### src/rtl/strike_prog_loader.sv
// -----------------------------------------------------------------------------
// strike_prog_loader
//   Program-memory stage for the strike CPU. A framed program image arrives as a
//   byte stream (HEADER, LEN, LEN data bytes, CHK). The loader writes the image
//   into a 2^AW x DW RAM and holds the CPU in reset until a frame with a correct
//   checksum has been received. The CPU fetches through a registered ROM-style
//   port with one cycle of latency.
//
// Ports
//   clock      in   1   single clock, all logic on posedge
//   reset      in   1   synchronous active-high reset
//   rx_data    in   DW  stream byte
//   rx_valid   in   1   rx_data valid
//   rx_ready   out  1   byte accepted when rx_valid && rx_ready
//   addr       in   AW  CPU fetch address
//   data       out  DW  mem[addr], registered
//   cpu_reset  out  1   1 = hold CPU in reset
//   loaded     out  1   1 = valid image present, CPU released
//   busy       out  1   1 = frame in progress
//   load_err   out  1   one-cycle pulse on a frame error or timeout
// -----------------------------------------------------------------------------
module strike_prog_loader #(
    parameter int            AW      = 6,
    parameter int            DW      = 8,
    parameter logic [DW-1:0] HEADER  = 8'h5A,
    parameter int            TIMEOUT = 100000
) (
    input  logic          clock,
    input  logic          reset,
    input  logic [DW-1:0] rx_data,
    input  logic          rx_valid,
    output logic          rx_ready,
    input  logic [AW-1:0] addr,
    output logic [DW-1:0] data,
    output logic          cpu_reset,
    output logic          loaded,
    output logic          busy,
    output logic          load_err
);

    localparam int DEPTH    = 1 << AW;
    localparam int CW       = AW + 1;
    localparam int TW       = (TIMEOUT > 1) ? $clog2(TIMEOUT) : 1;
    localparam int TMO_LAST = (TIMEOUT > 0) ? (TIMEOUT - 1) : 0;

    typedef enum logic [2:0] {
        S_IDLE = 3'd0,
        S_LEN  = 3'd1,
        S_DATA = 3'd2,
        S_SUM  = 3'd3,
        S_DONE = 3'd4
    } state_t;

    state_t        r_state;
    state_t        w_next;
    logic          r_rx_ready;
    logic          r_cpu_reset;
    logic          r_loaded;
    logic          r_busy;
    logic          r_load_err;
    logic [DW-1:0] r_data;
    logic [CW-1:0] r_cnt;
    logic [AW-1:0] r_wptr;
    logic [DW-1:0] r_sum;
    logic [TW-1:0] r_tmo;
    logic [DW-1:0] r_mem [DEPTH];

    logic          w_acc;
    logic          w_busy_st;
    logic          w_len_bad;
    logic          w_tmo;
    logic          w_err;
    logic          w_wr_en;

    assign w_acc     = rx_valid && r_rx_ready;
    assign w_busy_st = (r_state == S_LEN) || (r_state == S_DATA) || (r_state == S_SUM);
    // LEN of zero or beyond the RAM depth is rejected; wider compare handles AW >= DW.
    assign w_len_bad = (rx_data == {DW{1'b0}}) || (32'(rx_data) > 32'(DEPTH));
    // An accepted byte in the expiry cycle takes priority over the timeout.
    assign w_tmo     = (TIMEOUT != 0) && w_busy_st && !w_acc && (r_tmo == TW'(TMO_LAST));

    // State register
    always_ff @(posedge clock) begin
        if (reset) begin
            r_state <= S_IDLE;
        end else begin
            r_state <= w_next;
        end
    end

    // Next-state logic: advances only on an accepted byte or on timeout
    always_comb begin
        w_next = r_state;
        if (w_tmo) begin
            w_next = S_IDLE;
        end else if (w_acc) begin
            case (r_state)
                S_IDLE:  w_next = (rx_data == HEADER) ? S_LEN : S_IDLE;
                S_LEN:   w_next = w_len_bad ? S_IDLE : S_DATA;
                S_DATA:  w_next = (r_cnt == CW'(1)) ? S_SUM : S_DATA;
                S_SUM:   w_next = (rx_data == r_sum) ? S_DONE : S_IDLE;
                S_DONE:  w_next = (rx_data == HEADER) ? S_LEN : S_DONE;
                default: w_next = S_IDLE;
            endcase
        end else begin
            w_next = r_state;
        end
    end

    // Output decode: error strobe and RAM write enable
    always_comb begin
        w_err   = 1'b0;
        w_wr_en = 1'b0;
        if (w_tmo) begin
            w_err = 1'b1;
        end else if (w_acc && !reset) begin
            case (r_state)
                S_LEN:   w_err   = w_len_bad;
                S_DATA:  w_wr_en = 1'b1;
                S_SUM:   w_err   = (rx_data != r_sum);
                default: w_err   = 1'b0;
            endcase
        end else begin
            w_err = 1'b0;
        end
    end

    // Registered status outputs, derived from the state being entered
    always_ff @(posedge clock) begin
        if (reset) begin
            r_rx_ready  <= 1'b0;
            r_cpu_reset <= 1'b1;
            r_loaded    <= 1'b0;
            r_busy      <= 1'b0;
            r_load_err  <= 1'b0;
        end else begin
            r_rx_ready  <= 1'b1;
            r_cpu_reset <= (w_next != S_DONE);
            r_loaded    <= (w_next == S_DONE);
            r_busy      <= (w_next == S_LEN) || (w_next == S_DATA) || (w_next == S_SUM);
            r_load_err  <= w_err;
        end
    end

    // Frame datapath: byte counter, write pointer, running checksum, idle timer
    always_ff @(posedge clock) begin
        if (reset) begin
            r_cnt  <= {CW{1'b0}};
            r_wptr <= {AW{1'b0}};
            r_sum  <= {DW{1'b0}};
            r_tmo  <= {TW{1'b0}};
        end else begin
            if (w_acc && (r_state == S_LEN)) begin
                r_cnt  <= CW'(rx_data);
                r_wptr <= {AW{1'b0}};
                r_sum  <= {DW{1'b0}};
            end else if (w_wr_en) begin
                r_cnt  <= r_cnt - CW'(1);
                r_wptr <= r_wptr + AW'(1);
                r_sum  <= r_sum + rx_data;
            end
            if (w_acc || !w_busy_st || w_tmo) begin
                r_tmo <= {TW{1'b0}};
            end else begin
                r_tmo <= r_tmo + TW'(1);
            end
        end
    end

    // Program RAM write port; contents are deliberately not reset
    always_ff @(posedge clock) begin
        if (w_wr_en) begin
            r_mem[r_wptr] <= rx_data;
        end
    end

    // Fetch port: read-before-write, so a same-address write returns old data
    always_ff @(posedge clock) begin
        if (reset) begin
            r_data <= {DW{1'b0}};
        end else begin
            r_data <= r_mem[addr];
        end
    end

    assign rx_ready  = r_rx_ready;
    assign data      = r_data;
    assign cpu_reset = r_cpu_reset;
    assign loaded    = r_loaded;
    assign busy      = r_busy;
    assign load_err  = r_load_err;

endmodule
### config.mk
export PLATFORM = sky130hd
export DESIGN_NAME = strike_prog_loader
export DESIGN_NICKNAME = d
export VERILOG_FILES = /design/src/rtl/strike_prog_loader.sv
export SDC_FILE = /design/constraint.sdc
export NUM_CORES = 1
export LEC_CHECK = 0
export BUFFER_PORTS_ARGS = -buffer_cell sky130_fd_sc_hd__buf_2
export CELL_PAD_IN_SITES_DETAIL_PLACEMENT = 0
export CELL_PAD_IN_SITES_GLOBAL_PLACEMENT = 2
export CORE_ASPECT_RATIO = 0.9
export CORE_MARGIN = 2
export CORE_UTILIZATION = 44
export DETAILED_ROUTE_END_ITERATION = 10
export PLACE_DENSITY = 0.82
export REMOVE_ABC_BUFFERS = 1
export SLEW_MARGIN = 0
export SYNTH_ARGS = -nofsm -noshare
export SYNTH_HDL_FRONTEND = slang
export SYNTH_SLANG_ARGS = --single-unit
export TNS_END_PERCENT = 20
### constraint.sdc
create_clock -name clock -period 5.9 [get_ports clock]
set_input_delay 1.18 -clock clock [delete_from_list [all_inputs] [get_ports clock]]
set_output_delay 1.18 -clock clock [all_outputs]
set_load 0.02 [all_outputs]
==> impl_summary.txt <==
----------------------------------------------------
[Routing]
  Length of routed wiring on met1 ... 22.0 mm
  Met3 layer wire length in the routed design ... 4.79 mm
  Wire length per cell ... 25.8 um
  Routed length on met2 ... 22.9 mm
  Vias post-DR ... 11300
  Routed Antenna Nets ... 0
  Detailed-route wire length ... 50.8 mm
  Number of design rule violations left after detail routing ... 0
  First DRT Iteration DRCs ... 1117
  Via density per instance ... 5.75
  Max layer used ... met4
  First drt pass iteration count ... 6

[Clock network]
  Quantity of hold-fixing buffers added after cts ... 0
  CTS buffer count ... 55
  Buffer levels on the longest clock path ... 3
  Root Buffer ... clkbuf_16
  CTS tree ... yes
  Clock transition at the register clock pins on the worst setup and hold paths after CTS ... 0.06 ns
  Sinks on the clock net ... 566
  Total of cells resized after clock tree synthesis ... 0
  Post-CTS setup-driven buffer insertion count ... 0
  Clock insertion delay at the later pin of the skew report ... 0.63 ns
  H-Tree Depth ... 2

[Layout]
  Area of combinational cells with multiple inputs ... 5510 um^2
  Total of fill cells in the finished design ... 4062
  Design area ... 25000 um^2
  Antenna diode instance count ... 0
  Area occupied by registers ... 16500 um^2
  Fin cells ... 1971
  Layout area overhead ... 12.0%
  Share of cells above drive strength 1 ... 21.8%
  # nets final ... 1273

[Placed design]
  Last weighted congestion value of the routability-driven placer ... 0.817
  Inst Count DP ... 1867
  Port Buffers ... 29
  HPWL after detailed placement ... 31.2 mm
  Area post-placement ... 23200 um^2

[Hold path]
  Hold path start ... r_tmo[0]
  Worst hold-check path type ... flop to flop
  Worst Hold End ... r_tmo[0]
  Number of stages on the worst hold path ... 1

[Timing]
  Min Tclk post-route ... 3.37 ns
  Maximum clock rate ... 296 MHz
  WHS ... 0.444 ns
  Endpoints failing hold ... 0
  Setup-failing EPs final ... 0
  Actual transition at the worst max-transition pin ... 1.00 ns
  Fin. max-slew vios ... 0
  Final worst clock skew ... 0.0303 ns
  Slew HR ... 33.3%
  TNS Setup ... 0 ns
  RSZ-0062 raised after global routing ... false
  Final cycle utilization of the critical path ... 57.2%

[Setup path]
  Worst R2R Start ... r_state[1]
  Worst EP required ... 6.14 ns
  Category of the worst setup path capture point ... flop
  Crit path kind ... flop to flop
  Startpoint types ... flop
  Maximum fanout along the worst path ... 11
  Register-to-register path setup slack ... 2.53 ns
  RR Endpoint ... r_mem[33][0]
  Arrival time of the worst setup path ... 3.61 ns
  Path depth of the worst reg2reg path ... 5

[Logic synthesis]
  Post-Synthesis Cell Area ... 22300 um^2
  Count of unique library cells instantiated by Yosys ... 62
  Post-synthesis sequential area ratio ... 73.7%
  Predominant post-synthesis flop cell ... edfxtp_1
  Average cell area after synthesis ... 18.6 um^2
  Number of enable-type register cells in the synthesized netlist ... 512
  Synth warn ... 0
  Cells after synthesis ... 1202
  Flop and latch count out of synthesis ... 566
  Async S/R FF share, synth ... 0%

[Flow run]
  Max-Cap Viols ... 0

[Floorplanning]
  Starting Density ... 44.4%
  Width of the die ... 241 um
  Core Area ... 50300 um^2
  Cell row count ... 78
  Vertical extent of the die ... 218 um
  Number of top-level pins ... 30
  Die ar. ... 52600 um^2

[GRT]
  Maximum number of pins on one net before global-route repair ... 72
  Antenna violations before repair ... 0
  Remaining global-route overflow ... 0
  First-pass GRT wire length ... 75.7 mm
  Number of global-route vias before repair ... 11500
  Total routing resource utilization after global routing ... 19.9%

[Power and ir drop]
  Peak VDD IR ... 0.207 mV
  Leak Pwr ... 0.00779 uW
  Pwr dens ... 331 nW/um^2

[Run status]
  Outcome ... finished clean

----------------------------------------------------
## flip-flops by register name, indices dropped and copies added (netlist names)
signal,count
r_state,3
rx_ready,1
busy,1
r_wptr,6
r_sum,8
load_err,1
loaded,1
r_cnt,7
r_mem,512
data,8
cpu_reset,1
r_tmo,17
## kinds of logic (layout without fill, tap and decap cells)
logic type | count (synthesis) | count (layout) | synth area share [%]
flip-flops | 566 | 566 | 73.7
XOR/XNOR | 28 | 28 | 1.10
AND/OR/NAND/NOR | 252 | 252 | 5.59
multiplexers | 137 | 137 | 13.3
buffers and inverters | 76 | 165 | 1.61
AO/OA/AOI/OAI | 131 | 131 | 3.95
adder cells (fa/ha/maj) | 12 | 12 | 0.706
## layout make-up
type | instances | share of cell area (%)
Inverter | 14 | 0.210
Timing Repair Buffer | 47 | 1.22
Multi-Input combinational cell | 560 | 22.0
Clock buffer | 68 | 5.83
Clock inverter | 36 | 1.50
Tap cell | 680 | 3.40
Sequential cell | 566 | 65.8
## layer usage
| layer | vias to the layer above | global-route usage (%) |
|---|---|---|
| li1 | 4949 | - |
| met3 | 78 | 5.97 |
| met5 | - | 0 |
| met1 | 5883 | 29.2 |
| met4 | 0 | 5.25 |
| met2 | 416 | 29.3 |
## synth_stat cells, types with 8 or more instances
cell type / n / area, um^2
inv_1: 14 / 52.6
nor2_1: 113 / 424
a211oi_1: 14 / 105
o21ai_0: 17 / 85.1
dfxtp_1: 54 / 1080
mux2i_1: 8 / 80.1
a22o_1: 8 / 70.1
nand3_1: 14 / 70.1
xnor2_1: 15 / 131
nor2b_1: 12 / 75.1
clkbuf_1: 22 / 82.6
nand2_1: 40 / 150
nor3_1: 11 / 55.1
buf_4: 12 / 90.1
or3_1: 11 / 68.8
o22ai_1: 17 / 106
buf_2: 18 / 90.1
edfxtp_1: 512 / 15400
ha_1: 11 / 138
mux4_2: 128 / 2880
a22oi_1: 18 / 135
a21oi_1: 29 / 145
buf_1: 9 / 33.8
xor2_1: 13 / 114
## worst max-delay path, stage by stage, from the launching register on
cell and delay (ns):
dfxtp_1 0.48, or3b_4 0.46, or3_1 0.54, nor2_2 0.26, nand3b_2 0.46, nor2_1 0.79
## cells in the final DEF, fill, tap and decap left out, drive strengths merged, types with 12 or more instances in the layout
| master | netlist | final |
|---|---|---|
| dfxtp | 54 | 54 |
| mux4 | 128 | 128 |
| nand2 | 41 | 41 |
| xor2 | 13 | 13 |
| xnor2 | 15 | 15 |
| nor2 | 114 | 114 |
| a211oi | 15 | 15 |
| o22ai | 17 | 17 |
| clkinv | 0 | 26 |
| a22oi | 18 | 18 |
| a21oi | 29 | 29 |
| edfxtp | 512 | 512 |
| inv | 14 | 15 |
| o21ai | 17 | 17 |
| nor3 | 13 | 13 |
| nor2b | 12 | 12 |
| buf | 40 | 47 |
| nand3 | 16 | 16 |
| clkbuf | 22 | 68 |
## power breakdown
part           switching (uW)  internal, uW
clock                    1510          2030
combinational             235           127
sequential               8.67          4370
## metrics by stage
step	power (uW)	utilization [%]	worst slack, ns
floorplan	4620	-	2.81
global placement	4830	46.1	1.89
detailed placement	4840	46.1	1.90
CTS	8360	49.7	2.53
global route	8530	49.7	2.32
finish	8290	49.7	2.53
## how the worst max path moves through the flow
stage,start,end
2_1_floorplan,rx_valid,r_mem[13][0]
3_3_place_gp,addr[0],data[1]
3_5_place_dp,addr[0],data[1]
4_1_cts,r_state[1],r_mem[33][0]
5_1_grt,addr[0],data[1]
6_report,r_state[1],r_mem[33][0]
(Power assumes the default switching activity.)
